`src/rtl/regfile_dump_pkg.sv`:
```
// Shared types and default widths for the register-file dump reader and the
// register file it reads from.
package regfile_dump_pkg;

    localparam int D_WIDTH_DEF = 32;
    localparam int A_WIDTH_DEF = 5;

    typedef enum logic [1:0] {
        IDLE  = 2'd0,
        READ  = 2'd1,
        DRAIN = 2'd2
    } state_e;

endpackage

```
`src/rtl/regfile_dump_reader_if.sv`:
```
// Valid/ready stream carrying one {index, value, last} word per register.
interface regfile_dump_reader_if
    import regfile_dump_pkg::*;
#(
    parameter int D_WIDTH = D_WIDTH_DEF,
    parameter int A_WIDTH = A_WIDTH_DEF
);

    logic               out_valid;
    logic               out_ready;
    logic [A_WIDTH-1:0] out_index;
    logic [D_WIDTH-1:0] out_data;
    logic               out_last;

    modport master (
        output out_valid,
        output out_index,
        output out_data,
        output out_last,
        input  out_ready
    );

    modport slave (
        input  out_valid,
        input  out_index,
        input  out_data,
        input  out_last,
        output out_ready
    );

endinterface

```
`src/rtl/regfile_dump_reader_stream_out_reg.sv`:
```
// Single-entry valid/ready output register; accepts a new word whenever it is
// empty or its current word is being consumed in the same cycle.
module stream_out_reg #(
    parameter int WIDTH = 8
) (
    input  logic             clk,
    input  logic             rst,
    input  logic             in_valid,
    input  logic [WIDTH-1:0] in_data,
    output logic             load_en,
    output logic             out_valid,
    input  logic             out_ready,
    output logic [WIDTH-1:0] out_data
);

    logic             valid_q, valid_d;
    logic [WIDTH-1:0] data_q, data_d;

    always_comb begin
        // NOTE: every variable gets a default before any branch, so no path
        // leaves it unassigned and no latch is inferred.
        valid_d = valid_q;
        data_d  = data_q;
        load_en = !valid_q || out_ready;
        if (load_en) begin
            valid_d = in_valid;
            if (in_valid) begin
                data_d = in_data;
            end
        end
    end

    // NOTE: non-blocking assignments, so every flop samples pre-edge values.
    always_ff @(posedge clk) begin
        if (rst) begin
            valid_q <= 1'b0;
            data_q  <= '0;
        end else begin
            valid_q <= valid_d;
            data_q  <= data_d;
        end
    end

    assign out_valid = valid_q;
    assign out_data  = data_q;

endmodule

```
`src/rtl/regfile_dump_reader.sv`:
```
// Debug dump engine: freezes the core and streams every register as an
// {index, value, last} word through a valid/ready output register.
module regfile_dump_reader
    import regfile_dump_pkg::*;
#(
    parameter int D_WIDTH = D_WIDTH_DEF,
    parameter int A_WIDTH = A_WIDTH_DEF
) (
    input  logic                  clk,
    input  logic                  rst,
    input  logic                  start,
    output logic [A_WIDTH-1:0]    raddr,
    input  logic [D_WIDTH-1:0]    rdata,
    output logic                  stall_req,
    output logic                  busy,
    output logic                  done,
    regfile_dump_reader_if.master dump_out
);

    localparam int                 N_REGS   = 1 << A_WIDTH;
    localparam int                 PW       = A_WIDTH + D_WIDTH + 1;
    localparam logic [A_WIDTH-1:0] LAST_IDX = A_WIDTH'(N_REGS - 1);

    state_e             state_q, state_d;
    logic [A_WIDTH-1:0] ptr_q, ptr_d;
    logic               done_q, done_d;

    logic               load_en;
    logic               word_valid;
    logic [PW-1:0]      word_in;
    logic [PW-1:0]      word_out;
    logic               out_valid_w;

    assign word_valid = (state_q == READ);
    assign word_in    = {ptr_q, rdata, ptr_q == LAST_IDX};

    always_comb begin
        state_d = state_q;
        ptr_d   = ptr_q;
        done_d  = 1'b0;
        unique case (state_q)
            IDLE: begin
                if (start) begin
                    state_d = READ;
                    ptr_d   = '0;
                end
            end
            READ: begin
                // Pointer only moves when the output register takes the word.
                if (load_en) begin
                    if (ptr_q == LAST_IDX) begin
                        state_d = DRAIN;
                    end else begin
                        ptr_d = ptr_q + A_WIDTH'(1);
                    end
                end
            end
            DRAIN: begin
                if (out_valid_w && dump_out.out_ready) begin
                    state_d = IDLE;
                    ptr_d   = '0;
                    done_d  = 1'b1;
                end
            end
            default: state_d = IDLE;
        endcase
    end

    always_ff @(posedge clk) begin
        if (rst) begin
            state_q <= IDLE;
            ptr_q   <= '0;
            done_q  <= 1'b0;
        end else begin
            state_q <= state_d;
            ptr_q   <= ptr_d;
            done_q  <= done_d;
        end
    end

    stream_out_reg #(
        .WIDTH(PW)
    ) u_out_reg (
        .clk       (clk),
        .rst       (rst),
        .in_valid  (word_valid),
        .in_data   (word_in),
        .load_en   (load_en),
        .out_valid (out_valid_w),
        .out_ready (dump_out.out_ready),
        .out_data  (word_out)
    );

    assign dump_out.out_valid = out_valid_w;
    assign dump_out.out_index = word_out[PW-1 -: A_WIDTH];
    assign dump_out.out_data  = word_out[D_WIDTH:1];
    assign dump_out.out_last  = word_out[0];

    // Decoded from registered state only: start never reaches these outputs.
    assign busy      = (state_q != IDLE);
    assign stall_req = busy;
    assign raddr     = ptr_q;
    assign done      = done_q;

endmodule

```
`src/flat_wrapper.sv`:
```
// flat-port wrapper written by rule: the top's interface ports become plain ports
module regfile_dump_reader_flat import regfile_dump_pkg::*;
#(
    parameter int D_WIDTH = D_WIDTH_DEF,
    parameter int A_WIDTH = A_WIDTH_DEF
)
  (clk, rst, start, raddr, rdata, stall_req, busy, done, dump_out_out_valid, dump_out_out_index, dump_out_out_data, dump_out_out_last, dump_out_out_ready);
  regfile_dump_reader_if #(.D_WIDTH(D_WIDTH), .A_WIDTH(A_WIDTH)) dump_out_i ();
  input  logic clk;
  input  logic rst;
  input  logic start;
  output logic [A_WIDTH-1:0] raddr;
  input  logic [D_WIDTH-1:0] rdata;
  output logic stall_req;
  output logic busy;
  output logic done;
  output wire logic [$bits(dump_out_i.out_valid)-1:0] dump_out_out_valid;
  output wire logic [$bits(dump_out_i.out_index)-1:0] dump_out_out_index;
  output wire logic [$bits(dump_out_i.out_data)-1:0] dump_out_out_data;
  output wire logic [$bits(dump_out_i.out_last)-1:0] dump_out_out_last;
  input wire logic [$bits(dump_out_i.out_ready)-1:0] dump_out_out_ready;
  assign dump_out_out_valid = dump_out_i.out_valid;
  assign dump_out_out_index = dump_out_i.out_index;
  assign dump_out_out_data = dump_out_i.out_data;
  assign dump_out_out_last = dump_out_i.out_last;
  assign dump_out_i.out_ready = dump_out_out_ready;
  regfile_dump_reader #(.D_WIDTH(D_WIDTH), .A_WIDTH(A_WIDTH)) u_core (.clk(clk), .rst(rst), .start(start), .raddr(raddr), .rdata(rdata), .stall_req(stall_req), .busy(busy), .done(done), .dump_out(dump_out_i));
endmodule
```
`config.mk`:
```
export PLATFORM = sky130hd
export DESIGN_NAME = regfile_dump_reader_flat
export DESIGN_NICKNAME = d
export VERILOG_FILES = /design/src/rtl/regfile_dump_pkg.sv /design/src/rtl/regfile_dump_reader_if.sv /design/src/rtl/regfile_dump_reader_stream_out_reg.sv /design/src/rtl/regfile_dump_reader.sv /design/src/flat_wrapper.sv
export SDC_FILE = /design/constraint.sdc
export NUM_CORES = 1
export LEC_CHECK = 0
export BUFFER_PORTS_ARGS = -buffer_cell sky130_fd_sc_hd__buf_4
export CORE_MARGIN = 2
export CORE_UTILIZATION = 49
export CTS_BUF_LIST = sky130_fd_sc_hd__clkbuf_4 sky130_fd_sc_hd__clkbuf_8
export DETAILED_ROUTE_END_ITERATION = 16
export PLACE_DENSITY = 0.88
export SLEW_MARGIN = 20
export SYNTH_ARGS = -nofsm -noshare
export SYNTH_HDL_FRONTEND = slang
export SYNTH_SLANG_ARGS = --single-unit
```
`constraint.sdc`:
```
create_clock -name clk -period 2.33 [get_ports clk]
set_clock_uncertainty 0.1 [all_clocks]
set_input_delay 0.233 -clock clk [delete_from_list [all_inputs] [get_ports clk]]
set_output_delay 0.233 -clock clk [all_outputs]
set_load 0.005 [all_outputs]
```
==> flow_summary_export.csv <==
group,metric,value,unit
status,outcome,"finished clean",
detailed_routing,via_count,1695,
clocking,cts_buffers,5,
pwr,peakVddDrop,407,uV
synth,avgSynthCellArea,8.78,um^2
global_route,antenna_found_initial,0,
synth,synthArstFlopShare,0,%
synth,synthAdderAreaFrac,1.27,%
placement,dp_hpwl,3010,um
clocking,path_clk_slew,0.08,ns
synth,synth.area.mux_share,1.53,%
placement,placement.io_buffers,82,
placement,gp_congestion,0.860,
global_route,grt_pass1_wl,6430,um
critical_path,cp.arrival,2.16,ns
detailed_routing,firstDrtPassIters,4,
timing,timing.setup.tns,0,ns
critical_path,reg2reg_depth,7,
critical_path,r2r-end,"u_core.raddr[1]",
clocking,cts.path.max_buffers,2,
synth,synth_cell_type_count,31,
pwr,pwr-share-seq,54.4,%
layout,final_nets,333,
worst_hold_path,hp-class,"primary input to register",
worst_hold_path,hold_depth,3,
synth,synth.top_cell.area_share,47.9,%
pwr,p_int,1190,uW
pwr,switchingPower,397,uW
clocking,clk_latency,0.29,ns
clocking,post_cts_resized,0,
timing,max_freq,489,MHz
synth,syn_nets,262,
synth,synthCells,224,
global_route,grt_start_max_net_pins,47,
timing,rsz0062_at_grt,"false",
timing,hold_violations,0,
timing,slew_viol_final,0,
synth,synth-simple-area-share,24.4,%
clocking,cts_setup_buffers,0,
detailed_routing,first_iter_violations,94,
layout,n_antenna_cell,0,
pwr,combPwrFrac,15.1,%
pwr,power-per-cell-area,615,nW/um^2
pwr,p_total,1590,uW
clocking,clock-sinks,47,
worst_hold_path,min_to,"u_core.u_out_reg.out_data[7]",
synth,yosys-top-cells-count,"nand2_1 (63), dfxtp_1 (47), a21oi_1 (21)",
synth,ys_seq_elements,47,
run,max_cap_violations,0,
critical_path,crit_fanout,6,
die,row_count,23,
synth,synth_top_area_cell,"dfxtp_1",
critical_path,r2r-start,"u_core.raddr[0]",
clocking,ctsHoldBuffers,0,
synth,synth_seq_area_share,47.9,%
die,die_h,67.3,um
timing,finalSetupViolCount,0,
die,dieWidth,67.3,um
synth,yosysMostFrequentCell,"nand2_1",
global_route,grt_usage,18.6,%
timing,fin_crit,2.05,ns
detailed_routing,drcViolationCount,0,
timing,relSlewSlack,60.9,%
clocking,cts_tree,"built",
detailed_routing,detail_route.wl_per_cell,12.3,um
pwr,p_sw_share,24.9,%
timing,finalCritPeriodShare,87.8,%
die,die_area,4530,um^2
pwr,pwr-share-clk,30.5,%
critical_path,crit_required,2.45,ns
global_route,overflow,0,
pwr,p_leak,0.00111,uW
synth,synth_ff_type,"dfxtp_1",
timing,whs,0.0813,ns
global_route,grt_pass1_vias,1515,
detailed_routing,ant_nets,0,
detailed_routing,wirelength,4230,um
critical_path,critPathKind,"register to register",
clocking,ctsRootBufferMaster,"clkbuf_8",
timing,tightest_slew,0.581,ns
die,coreArea,3940,um^2
critical_path,worstSetupEndpointType,"register",
synth,synth_edf_count,0,
synth,synth-xor-area-share,0,%
die,io_pins,83,
layout,fill_cells,344,
clocking,htreeDepth,2,
synth,ys_top_cells_by_area,"dfxtp_1 (48%), nand2_1 (12%), a21oi_2 (8.9%)",
critical_path,r2r_slack,0.28,ns
worst_hold_path,hp-start,"rdata[6]",
critical_path,start_kind,"register",
detailed_routing,viasPerCell,4.91,
synth,synth_top_family_by_area,"simple AND/OR/NAND/NOR gates",
layout,drive_above_1_share,45.4,%
layout,syn2layout_area_growth,31.6,%
synth,synth_warnings,0,
synth,synth_area,1970,um^2
synth,synth_compound_area_share,16.4,%
die,start_util,49.9,%
cells in the final DEF, fill, tap and decap left out, types with 2 or more instances in the layout:
cell type	n
buf_4	83
nand2_1	63
dfxtp_1	47
a21oi_1	21
nand2_2	20
a21oi_2	20
clkbuf_8	6
inv_1	4
nor2_1	3
nand2b_1	3
nand3_1	3
mux2i_1	3
nor3_1	2
ha_1	2
kinds of logic (layout without fill, tap and decap cells):
family,Yosys count,count (layout)
AND/OR/NAND/NOR,102,102
AO/OA/AOI/OAI,47,47
flip-flops,47,47
buffers and inverters,23,94
multiplexers,3,3
adder cells (fa/ha/maj),2,2
layer usage:
metal,wire (um),up-vias,track usage [%]
met4,63,0,6.89
met1,1750,766,22.0
li1,-,866,-
met5,0,-,0
met3,293,8,5.17
met2,2120,55,32.2
layout make-up:
cell class                      count  area (um^2)  area share [%]
Sequential cell                    47          941            36.4
Clock buffer                        6         82.6            3.19
Inverter                            4         15.0           0.581
Clock inverter                      1         5.00           0.194
Tap cell                           50         62.6            2.42
Timing Repair Buffer               83          623            24.1
Multi-Input combinational cell    154          857            33.1
registers in the layout, summed over array words and instances, names as in the netlist:
signal,count
u_core.done,1
u_core.raddr,5
u_core.state_q,2
u_core.u_out_reg.out_data,38
u_core.u_out_reg.out_valid,1
worst max-delay path: stages, from the launching register on:
cell      delay [ns]
dfxtp_1         0.36
ha_1            0.24
and3_1          0.19
ha_1            0.20
nand2b_1        0.16
or3_1           0.35
nand2_1         0.15
mux2i_1         0.21
power groups by stage:
stage | Combinational (uW) | Clock [uW] | Sequential (uW)
floorplan | 140 | 0 | 885
global placement | 238 | 0 | 882
detailed placement | 243 | 0 | 885
CTS | 243 | 501 | 866
global route | 265 | 530 | 871
finish | 240 | 486 | 865
how the worst max path moves through the flow:
stage | from | to
CTS | u_core.raddr[0] | u_core.raddr[1]
finish | u_core.raddr[0] | u_core.raddr[1]
global placement | u_core.raddr[0] | u_core.raddr[3]
detailed placement | u_core.raddr[0] | u_core.raddr[1]
global route | u_core.raddr[0] | u_core.raddr[0]
floorplan | u_core.raddr[0] | u_core.raddr[3]
through the flow:
| step | utilization (%) | cells | setup slack, ns | instance area (um^2) |
|---|---|---|---|---|
| 2_1_floorplan | - | 224 | 0.446 | 1970 |
| 3_3_place_gp | 63.4 | 338 | 0.378 | 2500 |
| 3_5_place_dp | 63.4 | 338 | 0.299 | 2500 |
| 4_1_cts | 65.6 | 345 | 0.277 | 2590 |
| 5_1_grt | 65.6 | 345 | 0.129 | 2590 |
| 6_report | 65.6 | 345 | 0.284 | 2590 |
Power figures use the tool's default switching activity.
